===== config.mk =====
export PLATFORM = sky130hd
export DESIGN_NAME = c1_share_arbiter
export DESIGN_NICKNAME = d
export VERILOG_FILES = /design/src/rtl/c1_share_arbiter.sv
export SDC_FILE = /design/constraint.sdc
export NUM_CORES = 1
export LEC_CHECK = 0
export ABC_AREA = 1
export CORE_MARGIN = 2
export CORE_UTILIZATION = 40
export CTS_CLUSTER_SIZE = 25
export DETAILED_ROUTE_END_ITERATION = 12
export PLACE_DENSITY = 0.75
export SYNTH_ARGS = -nofsm -noshare
export SYNTH_HDL_FRONTEND = slang
export SYNTH_SLANG_ARGS = --single-unit

===== constraint.sdc =====
create_clock -name clk -period 2.4 [get_ports clk]
set_input_delay 0.48 -clock clk [delete_from_list [all_inputs] [get_ports clk]]
set_output_delay 0.48 -clock clk [all_outputs]
set_load 0.005 [all_outputs]

===== src/rtl/c1_share_arbiter.sv =====
`timescale 1ns/1ps
// -----------------------------------------------------------------------------
// c1_share_arbiter
//
// Shares one external combinational C1 cell among N_REQ requesters. When the
// block is idle, it grants one pending requester in round-robin order. It then
// drives that requester's 8-bit configuration onto the C1 input pins and waits
// SETTLE_CYC cycles. After that it samples c1_f and returns the sampled value
// together with the winner's index.
//
// Ports
//   clk           : clock, all state on the rising edge
//   rst_n         : asynchronous active-low reset
//   req           : per-requester request level
//   cfg           : packed configs, slice i = {S1,S0,SB,B1,B0,SA,A1,A0}
//   ack           : one-cycle one-hot pulse to the served requester
//   result_valid  : one-cycle pulse coincident with ack
//   result_id     : index of the served requester
//   result_f      : sampled C1 output
//   busy          : high while an operation is in SETTLE or DONE
//   c1_*          : registered drive to the C1 inputs
//   c1_f          : C1 output
// -----------------------------------------------------------------------------
module c1_share_arbiter #(
    parameter int N_REQ      = 4,
    parameter int SETTLE_CYC = 1,
    parameter int IDW        = 2
) (
    input  logic               clk,
    input  logic               rst_n,
    input  logic [N_REQ-1:0]   req,
    input  logic [8*N_REQ-1:0] cfg,
    output logic [N_REQ-1:0]   ack,
    output logic               result_valid,
    output logic [IDW-1:0]     result_id,
    output logic               result_f,
    output logic               busy,
    output logic               c1_a0,
    output logic               c1_a1,
    output logic               c1_sa,
    output logic               c1_b0,
    output logic               c1_b1,
    output logic               c1_sb,
    output logic               c1_s0,
    output logic               c1_s1,
    input  logic               c1_f
);

    localparam int CNT_W = (SETTLE_CYC > 1) ? $clog2(SETTLE_CYC) : 1;

    typedef enum logic [1:0] {
        IDLE,
        SETTLE,
        DONE
    } state_e;

    state_e             state_q;
    logic [IDW-1:0]     rr_ptr_q;
    logic [IDW-1:0]     winner_q;
    logic [CNT_W-1:0]   settle_cnt_q;
    logic [7:0]         c1_cfg_q;
    logic [N_REQ-1:0]   ack_q;
    logic               result_valid_q;
    logic [IDW-1:0]     result_id_q;
    logic               result_f_q;
    logic               busy_q;

    logic               pick_valid;
    logic [IDW-1:0]     pick_idx;
    logic [7:0]         pick_cfg;

    // Round-robin search: start at rr_ptr and probe upward, wrapping
    // N_REQ-1 back to 0. The first set request wins.
    always_comb begin
        logic [IDW:0] probe;
        // NOTE: every output of a combinational block gets a default first, so no path leaves it unassigned and infers a latch.
        pick_valid = 1'b0;
        pick_idx   = '0;
        for (int k = 0; k < N_REQ; k++) begin
            probe = {1'b0, rr_ptr_q} + (IDW+1)'(k);
            if (probe >= (IDW+1)'(N_REQ)) begin
                probe = probe - (IDW+1)'(N_REQ);
            end
            if (!pick_valid && req[probe[IDW-1:0]]) begin
                pick_valid = 1'b1;
                pick_idx   = probe[IDW-1:0];
            end
        end
    end

    // Select the winner's configuration slice.
    always_comb begin
        pick_cfg = '0;
        for (int k = 0; k < N_REQ; k++) begin
            if (IDW'(k) == pick_idx) begin
                pick_cfg = cfg[8*k +: 8];
            end
        end
    end

    // NOTE: sequential state uses non-blocking assignments only, so every register samples pre-edge values.
    always_ff @(posedge clk or negedge rst_n) begin
        if (!rst_n) begin
            state_q        <= IDLE;
            rr_ptr_q       <= '0;
            winner_q       <= '0;
            settle_cnt_q   <= '0;
            c1_cfg_q       <= '0;
            ack_q          <= '0;
            result_valid_q <= 1'b0;
            result_id_q    <= '0;
            result_f_q     <= 1'b0;
            busy_q         <= 1'b0;
        end else begin
            case (state_q)
                IDLE: begin
                    // The C1 pins change only here, on the grant edge.
                    if (pick_valid) begin
                        c1_cfg_q     <= pick_cfg;
                        winner_q     <= pick_idx;
                        settle_cnt_q <= CNT_W'(SETTLE_CYC - 1);
                        busy_q       <= 1'b1;
                        state_q      <= SETTLE;
                    end
                end
                SETTLE: begin
                    if (settle_cnt_q == '0) begin
                        result_f_q     <= c1_f;
                        ack_q          <= N_REQ'(1) << winner_q;
                        result_valid_q <= 1'b1;
                        result_id_q    <= winner_q;
                        state_q        <= DONE;
                    end else begin
                        settle_cnt_q <= settle_cnt_q - CNT_W'(1);
                    end
                end
                DONE: begin
                    ack_q          <= '0;
                    result_valid_q <= 1'b0;
                    busy_q         <= 1'b0;
                    rr_ptr_q       <= (winner_q == IDW'(N_REQ - 1)) ? '0 : winner_q + IDW'(1);
                    state_q        <= IDLE;
                end
                default: state_q <= IDLE;
            endcase
        end
    end

    assign ack          = ack_q;
    assign result_valid = result_valid_q;
    assign result_id    = result_id_q;
    assign result_f     = result_f_q;
    assign busy         = busy_q;

    assign c1_s1 = c1_cfg_q[7];
    assign c1_s0 = c1_cfg_q[6];
    assign c1_sb = c1_cfg_q[5];
    assign c1_b1 = c1_cfg_q[4];
    assign c1_b0 = c1_cfg_q[3];
    assign c1_sa = c1_cfg_q[2];
    assign c1_a1 = c1_cfg_q[1];
    assign c1_a0 = c1_cfg_q[0];

endmodule


* Word level (Yosys, flattened, before mapping)
Cells that the tools add are included.
Word-level totals: bits in latches 0, register bits after elaboration 24, memory bits (writable) 0, memories 0, memory bits (read-only) 0, output and inout port bits 17, input port bits 39
Operators by class: divide/modulo/power cells 0, $mul 0, $add $sub $neg 9, reduce and logical (&&, ||, !) cells 17, $lt $le $gt $ge 8, mux-type cells 37, shifts and indexed selects 1, equal/unequal tests 8, bitwise logic cells 1
Operators with widths (count):
- $mux W8 | 4
- $mux W2 | 11
- $lt A2 B3 Y1 const B | 4
- $mux W1 | 12
- $reduce_and A2 Y1 | 6
- $ge A3 B3 Y1 const B | 3
- $bmux W1 S2 | 4
- $pmux W4 S2 | 1
- $sub A2 B1 Y2 const B | 4
- $add A2 B2 Y3 const B | 2
- $pmux W1 S2 | 3
- $reduce_bool A2 Y1 | 3
- $eq A2 B2 Y1 const A | 2
- $eq A2 B2 Y1 const B | 2
- $logic_not A2 Y1 | 2
- $mux W4 | 1
- $ne A2 B2 Y1 const B | 2
- $pmux W2 S2 | 1
- $shl A1 B2 Y4 const A | 1
- $add A2 B1 Y3 const B | 1
- $ge A2 B3 Y1 const B | 1
- $logic_and A1 B1 Y1 | 3
- $logic_not A1 Y1 | 3
- $add A2 B1 Y2 const B | 1
- other kinds (4) | 4

* Depth between registers and ports, before layout
Gate-level depths: netlist of the first run.
depth after elaboration 19, gate-level depth with buffers 16, mapped depth without buffers 15

* Worst setup path after synthesis of the first run
OpenSTA, ideal clock, no wires.
path kind in2reg, from in req[0], to reg c1_cfg_q[2], arrival time 1.605 ns, setup slack 0.679 ns, cell stages on the path 15, required time 2.284 ns, path through inv_1 -> nand2_1 -> nand3_2 -> nand2_2 -> nor2_2 -> nand3_1 -> nand2_2 -> nand2_4 -> inv_2 -> nand2_2 -> buf_6 -> o21ai_1 -> inv_1 -> nand2_1 -> nand2_1
Between the ends: word-level cells in the longest chain between the ends 17, elaborated cells on any way between the ends 31, those cells by class eq/ne: 3; mux: 20; reduce/logical: 8
Ends and longest elaborated chain:
- start, declared | line 31 | input logic [N_REQ-1:0] req,
- $bmux W1 S2 | line 84 | if (!pick_valid && req[probe[IDW-1:0]]) begin
- $mux W1 (implied by the code) | line 84
- $mux W1 | line 84
- $logic_not A1 Y1 | line 84
- $logic_and A1 B1 Y1 | line 84
- $mux W1 | line 84
- $logic_not A1 Y1 | line 84
- $logic_and A1 B1 Y1 | line 84
- $mux W1 | line 84
- $logic_not A1 Y1 | line 84
- $logic_and A1 B1 Y1 | line 84
- $mux W2 | line 84
- $logic_not A2 Y1 | line 95 | if (IDW'(k) == pick_idx) begin
- $mux W8 (4 in a row) | line 95
- end signal, assigned | line 119 | c1_cfg_q <= pick_cfg;
- end, declared | line 61 | logic [7:0] c1_cfg_q;
Several ways; a longest one is shown, not always the timed one. The select of a mux whose other input is x is not followed. A chain may end at the register's enable or synchronous reset.

* Final worst setup path of the first run
from in req[1], to reg c1_cfg_q[2]
The elaborated chain is that of the path after synthesis.

==> results of run 1 <==
==> per-layer routing <==
| layer | share of wire [%] | vias to the layer above |
|---|---|---|
| met4 | 0.86 | 0 |
| met2 | 51 | 31 |
| met5 | 0 | - |
| met3 | 3.1 | 2 |
| li1 | - | 845 |
| met1 | 45 | 736 |
==> per-stage QoR <==
step           area (sq um)  hold slack (ps)
2_1_floorplan          1580              184
3_3_place_gp           2210              462
3_5_place_dp           2210              464
4_1_cts                2260              486
5_1_grt                2260              499
6_report               2260              482
==> cell usage in the layout, fill, tap and decap left out, types with 2 or more instances in the layout <==
cell              n
nand2_1          79
clkdlybuf4s50_1  55
inv_1            27
nand3_1          26
dfrtp_1          23
o21ai_0          14
ha_1              9
nand4_1           8
o21ai_1           6
nor2_1            6
buf_4             6
inv_2             5
nand2_2           5
nor2_2            3
a21oi_1           3
clkbuf_8          3
nand3_2           2
==> logic make-up after synthesis <==
logic type      count (synthesis)  synth area share, %
mux                             1                0.712
fa+ha+maj                       9                 7.12
compound gates                 25                 8.15
simple gates                  132                 37.3
flops                          23                 36.4
buf+inv                        38                 10.4
==> flip-flops by register name, indices dropped and copies added (netlist names) <==
signal	flops
c1_cfg_q	8
ack	4
result_id	2
rr_ptr_q	2
state_q	2
winner_q	2
busy	1
result_f	1
result_valid	1
==> power by group <==
part,switching [W],internal (W),total (W)
registers,0.000122,0.000580,0.000702
clock network,0.000119,0.000118,0.000238
logic,0.00126,0.000969,0.00223
==> synthesized netlist by cell type <==
cell,number
a21boi_1,1
a21oi_1,3
buf_2,2
buf_4,1
buf_6,2
clkbuf_1,1
dfrtp_1,23
ha_1,9
inv_1,27
inv_2,5
mux2_2,1
nand2_1,79
nand2_2,5
nand2_4,1
nand3_1,27
nand3_2,1
nand3b_1,1
nand4_1,8
nor2_1,6
nor2_2,3
o21ai_0,15
o21ai_1,5
o22ai_1,1
or2_1,1
==> worst paths after layout <==
path                                         startpoint                  endpoint  slack [ps]  cells past startpoint
worst max-delay path                             req[1]   c1_cfg_q[2]$_DFFE_PN0P_         270                     14
min in group asynchronous                         rst_n  result_valid$_DFFE_PN0P_         560                      2
max in group asynchronous                         rst_n   c1_cfg_q[1]$_DFFE_PN0P_        1610                      2
worst min register to register  c1_cfg_q[3]$_DFFE_PN0P_   c1_cfg_q[3]$_DFFE_PN0P_         480                      2
worst min-delay path            c1_cfg_q[3]$_DFFE_PN0P_   c1_cfg_q[3]$_DFFE_PN0P_         480                      2
worst max register to register  rr_ptr_q[1]$_DFFE_PN0P_   c1_cfg_q[2]$_DFFE_PN0P_         330                     14
==> cell type report <==
cell class	count	area share, %
Multi-Input combinational cell	167	37.4
Sequential cell	23	25.4
Tap cell	48	2.65
Inverter	32	5.31
Timing Repair Buffer	62	27.2
Clock buffer	4	1.99
==> worst reg2reg max path, cell delays in order (launching register included) <==
cell	delay (ps)
dfrtp_1	460
inv_2	160
nand2_1	80
nand2_2	90
nand2_1	100
o21ai_1	160
nand3_1	120
nand2_2	100
nand2_4	80
buf_12	150
nor2_2	220
nand2_1	90
nand4_1	90
nand2_1	60
nand2_1	50
==> impl_metrics.toml, run 1 <==
[finish]
final_cell_count_no_fill = 336
area_growth_pct = 43.1
regArea_sq_um = 576
drive_gt1_share_pct = 9.38
nets = 337
post-route-util_pct = 60.5
multi_input_area_sq_um = 847
diodes = 0
fillers = 359

[clocking]
cts_buffer_depth = 2
cts_setup_buffers = 0
cts_sinks = 23
numCtsBuffers = 3
cts_resized = 0
htree_levels = 1
path_clk_slew_ps = 80
cts_tree = "done"
hold_buffers = 0
cts_root_buffer = "clkbuf_8"
clk_latency_ps = 260

[worst_setup_path]
cp_data_required_time_ps = 2600
endpoint_kind = "flip-flop"
cp_common_cell = "nand2_1"
slowest_delay_ps = 490
cp_cell_sequence = "clkdlybuf4s50_1, inv_1, nand2_1, nand2_1, o21ai_1, nand3_1, nand2_2, nand2_4, buf_12, nor2_2, nand2_1, nand4_1, nand2_1, nand2_1"
cp_max_fo = 15
cp_slowest_cell = "clkdlybuf4s50_1"
cp_top_family = "simple AND/OR/NAND/NOR gates"
cp-start-kind = "input pin"
critPathKind = "in2reg"
critical_path_arrival_ps = 2330
critical_path_buf_inv_count = 3

[power_and_ir_drop]
peakVddDrop_mv = 0.618
p_per_area_nw_per_um2 = 1400
finalPower_w = 0.00317
p_leak_nw = 1.14

[synth]
netlist_area_sq_um = 1580
synthesis.nets = 276
syn_inst = 228
netlist-cell-type-count = 24
synthTopCellsByArea = "dfrtp_1 36%, nand2_1 19%, nand3_1 8.5%, ha_1 7.1%, inv_1 6.4%"
yosysWarnings = 0
seq_area_frac_synth_pct = 36.4
synth_top_cell_by_area = "dfrtp_1"
synth_top_area_share_pct = 36.4
ys_seq_elements = 23
syn_area_per_cell_sq_um = 6.94

[routing]
drt_iter0_markers = 82
vias = 1614
via_per_inst = 4.80
drtAntennaViolNets = 0
drc = 0
wl_mm = 3.73
detail_route.wl_per_cell_um = 11.1
firstDrtPassIters = 4

[placed_design]
dpl.hpwl_mm = 2.94
portBuffers = 55
place.gp.congestion = 0.831
dp_slack_ps = 4.63
placed_cells = 332

[global_route]
grt.overflow.total = 0
grt_pass1_wl_mm = 6.27
grt_pass1_vias = 1499
grt_util_met1_pct = 22.7
grt.met2_usage_pct = 32.1
grt_max_degree = 24
grt_use_met3_pct = 1.69
busiest_layer = "met2"
antenna_found_initial = 0
track_usage_pct = 18.0

[floorplan]
initial_core_util_pct = 42.2
die_y_um = 66.9
num_io_pins = 56
dieWidth_um = 66.9
die_area_sq_um = 4470
core_sq_um = 3740
rows = 22

[sta]
setup-violations-final = 0
tns_ps = 0
skew_ps = 4.74
setup_ws_ps = 270
finalHoldViolations = 0
period_share_pct = 88.7
slew_headroom_pct = 81.1
slew_viol_final = 0
fin_crit_ps = 2130
worstMarginPinSlew_ps = 284
max_freq_mhz = 470
rsz0062_at_grt = "no"

[hold_path]
hold_path.class = "reg2reg"

[run_status]
status = "finished clean"

[run]
cap_violations = 0
(Power assumes the default switching activity.)
==> run 2: changes to the inputs <==
--- a/config.mk
+++ b/config.mk
@@ -6,6 +6,7 @@
 export NUM_CORES = 1
 export LEC_CHECK = 0
 export ABC_AREA = 1
+export CORE_ASPECT_RATIO = 2
 export CORE_MARGIN = 2
 export CORE_UTILIZATION = 40
 export CTS_CLUSTER_SIZE = 25
==> impl_metrics.toml, run 2 (synthesis results as in run 1) <==
[run_status]
status = "finished clean"

[sta]
fin_crit_ps = 2160
tns_ps = 0
period_share_pct = 90.1
finalHoldViolations = 0
setup_ws_ps = 239
rsz0062_at_grt = "no"
slew_headroom_pct = 81.4
max_freq_mhz = 463
skew_ps = 5.10
slew_viol_final = 0
worstMarginPinSlew_ps = 278
setup-violations-final = 0

[placed_design]
placed_area_sq_um = 2220
dp_slack_ps = -63.8
dpl.hpwl_mm = 3.08
place.gp.congestion = 0.943
portBuffers = 55

[floorplan]
dieWidth_um = 48.5
die_y_um = 92.9
die_area_sq_um = 4500
core_sq_um = 3840
num_io_pins = 56
rows = 32
initial_core_util_pct = 41.1

[clocking]
path_clk_slew_ps = 80
cts_setup_buffers = 0
clk_latency_ps = 260
cts_sinks = 23
cts_tree = "done"
numCtsBuffers = 3
cts_buffer_depth = 2
htree_levels = 1
cts_resized = 0
cts_root_buffer = "clkbuf_8"
hold_buffers = 0

[power_and_ir_drop]
seq_power_share_pct = 22.5
switching_share_pct = 47.4
p_leak_nw = 1.14
clkPwrFrac_pct = 7.4
combPwrFrac_pct = 70.1
peakVddDrop_mv = 0.846
switchingPower_w = 0.00149
p_per_area_nw_per_um2 = 1390
p_int_w = 0.00165

[finish]
area_growth_pct = 43.0
diodes = 0
regArea_sq_um = 576
largest_reg_flops = 8
nets = 337
drive_gt1_share_pct = 9.03
final_area_sq_um = 2260
post-route-util_pct = 58.9
multi_input_area_sq_um = 842
regMostFlops = "c1_cfg_q"
mostFrequentLayoutCells = "79 x nand2_1, 55 x clkdlybuf4s50_1, 27 x inv_1, 27 x nand3_1, 23 x dfrtp_1"
mostFrequentLayoutCell = "nand2_1"
fillers = 384

[global_route]
antenna_found_initial = 0
track_usage_pct = 17.5
grt_pass1_vias = 1549
grt.overflow.total = 0
grt_max_degree = 24
grt_pass1_wl_mm = 6.42

[routing]
m1WireLength_mm = 1.31
drc = 0
routed-wl-met3_um = 108
drt_iter0_markers = 16
wl_mm = 3.70
via_per_inst = 4.85
route.top_layer_used = "met4"
vias = 1644
drtAntennaViolNets = 0
detail_route.wl_per_cell_um = 10.9
firstDrtPassIters = 4
wl_met2_mm = 2.22

[worst_setup_path]
cp_data_required_time_ps = 2560
endpoint_kind = "flip-flop"
critical_path_buf_inv_count = 3
cp-start-kind = "input pin"
cp_max_fo = 13
critical_path_arrival_ps = 2320
cp_top_family = "simple AND/OR/NAND/NOR gates"
cp_cell_sequence = "clkdlybuf4s50_1, nand2_1, nand2_1, nand2_1, o21ai_1, nand3_1, nand2_2, nand2_4, inv_2, nand2_2, o21ai_0, inv_1, nand2_1, nand2_1"
cp_slowest_cell = "clkdlybuf4s50_1"
critPathKind = "in2reg"
cp_common_cell = "nand2_1"
slowest_delay_ps = 500

[run]
cap_violations = 0

[hold_path]
hold_path.class = "reg2reg"
## run 2: cell counts in the layout (fill, tap and decap cells not counted)
No cell type changed its count.
## run 2: metal layers
metal,up-vias,GRT usage (%)
met5,-,0
met4,0,5.71
met3,6,0.484
met2,49,37.2
met1,739,17.5
li1,850,-
## run 2: path summary, 6_finish.rpt
kind | from | endpoint | slack (ps) | depth (start not counted)
max | req[2] | c1_cfg_q[1]$_DFFE_PN0P_ | 240 | 14
min | c1_cfg_q[0]$_DFFE_PN0P_ | c1_cfg_q[0]$_DFFE_PN0P_ | 500 | 2
max reg2reg | rr_ptr_q[1]$_DFFE_PN0P_ | c1_cfg_q[1]$_DFFE_PN0P_ | 330 | 14
min reg2reg | c1_cfg_q[0]$_DFFE_PN0P_ | c1_cfg_q[0]$_DFFE_PN0P_ | 500 | 2
max in group asynchronous | rst_n | c1_cfg_q[6]$_DFFE_PN0P_ | 1610 | 2
min in group asynchronous | rst_n | ack[1]$_DFFE_PN0P_ | 570 | 2
## run 2: through the flow
step | total power, W | cells | hold WS, ps
after global routing | 0.00348 | 339 | 524
after detailed placement | 0.00292 | 335 | 473
after global placement | 0.00288 | 335 | 464
after floorplan | 0.00218 | 228 | 184
after CTS | 0.00316 | 339 | 497
final | 0.00314 | 339 | 496
## run 2: area by class of cell
cell class / count / share of cell area, %
clock buffers: 4 / 1.99
repair buffers: 62 / 27.2
multi-input cells: 167 / 37.2
well taps: 51 / 2.82
inverters: 32 / 5.31
flip-flops and latches: 23 / 25.4
## run 2: power groups by stage
stage,registers [W],logic (W),clock network (W)
global route,0.000734,0.00250,0.000253
detailed placement,0.000708,0.00221,0
floorplan,0.000701,0.00147,0
CTS,0.000705,0.00222,0.000237
global placement,0.000705,0.00217,0
finish,0.000705,0.00220,0.000232
## run 2: worst min-delay path: stages, from the launching register on
cell and delay [ps]:
dfrtp_1 360, nand2_1 60, nand2_1 50
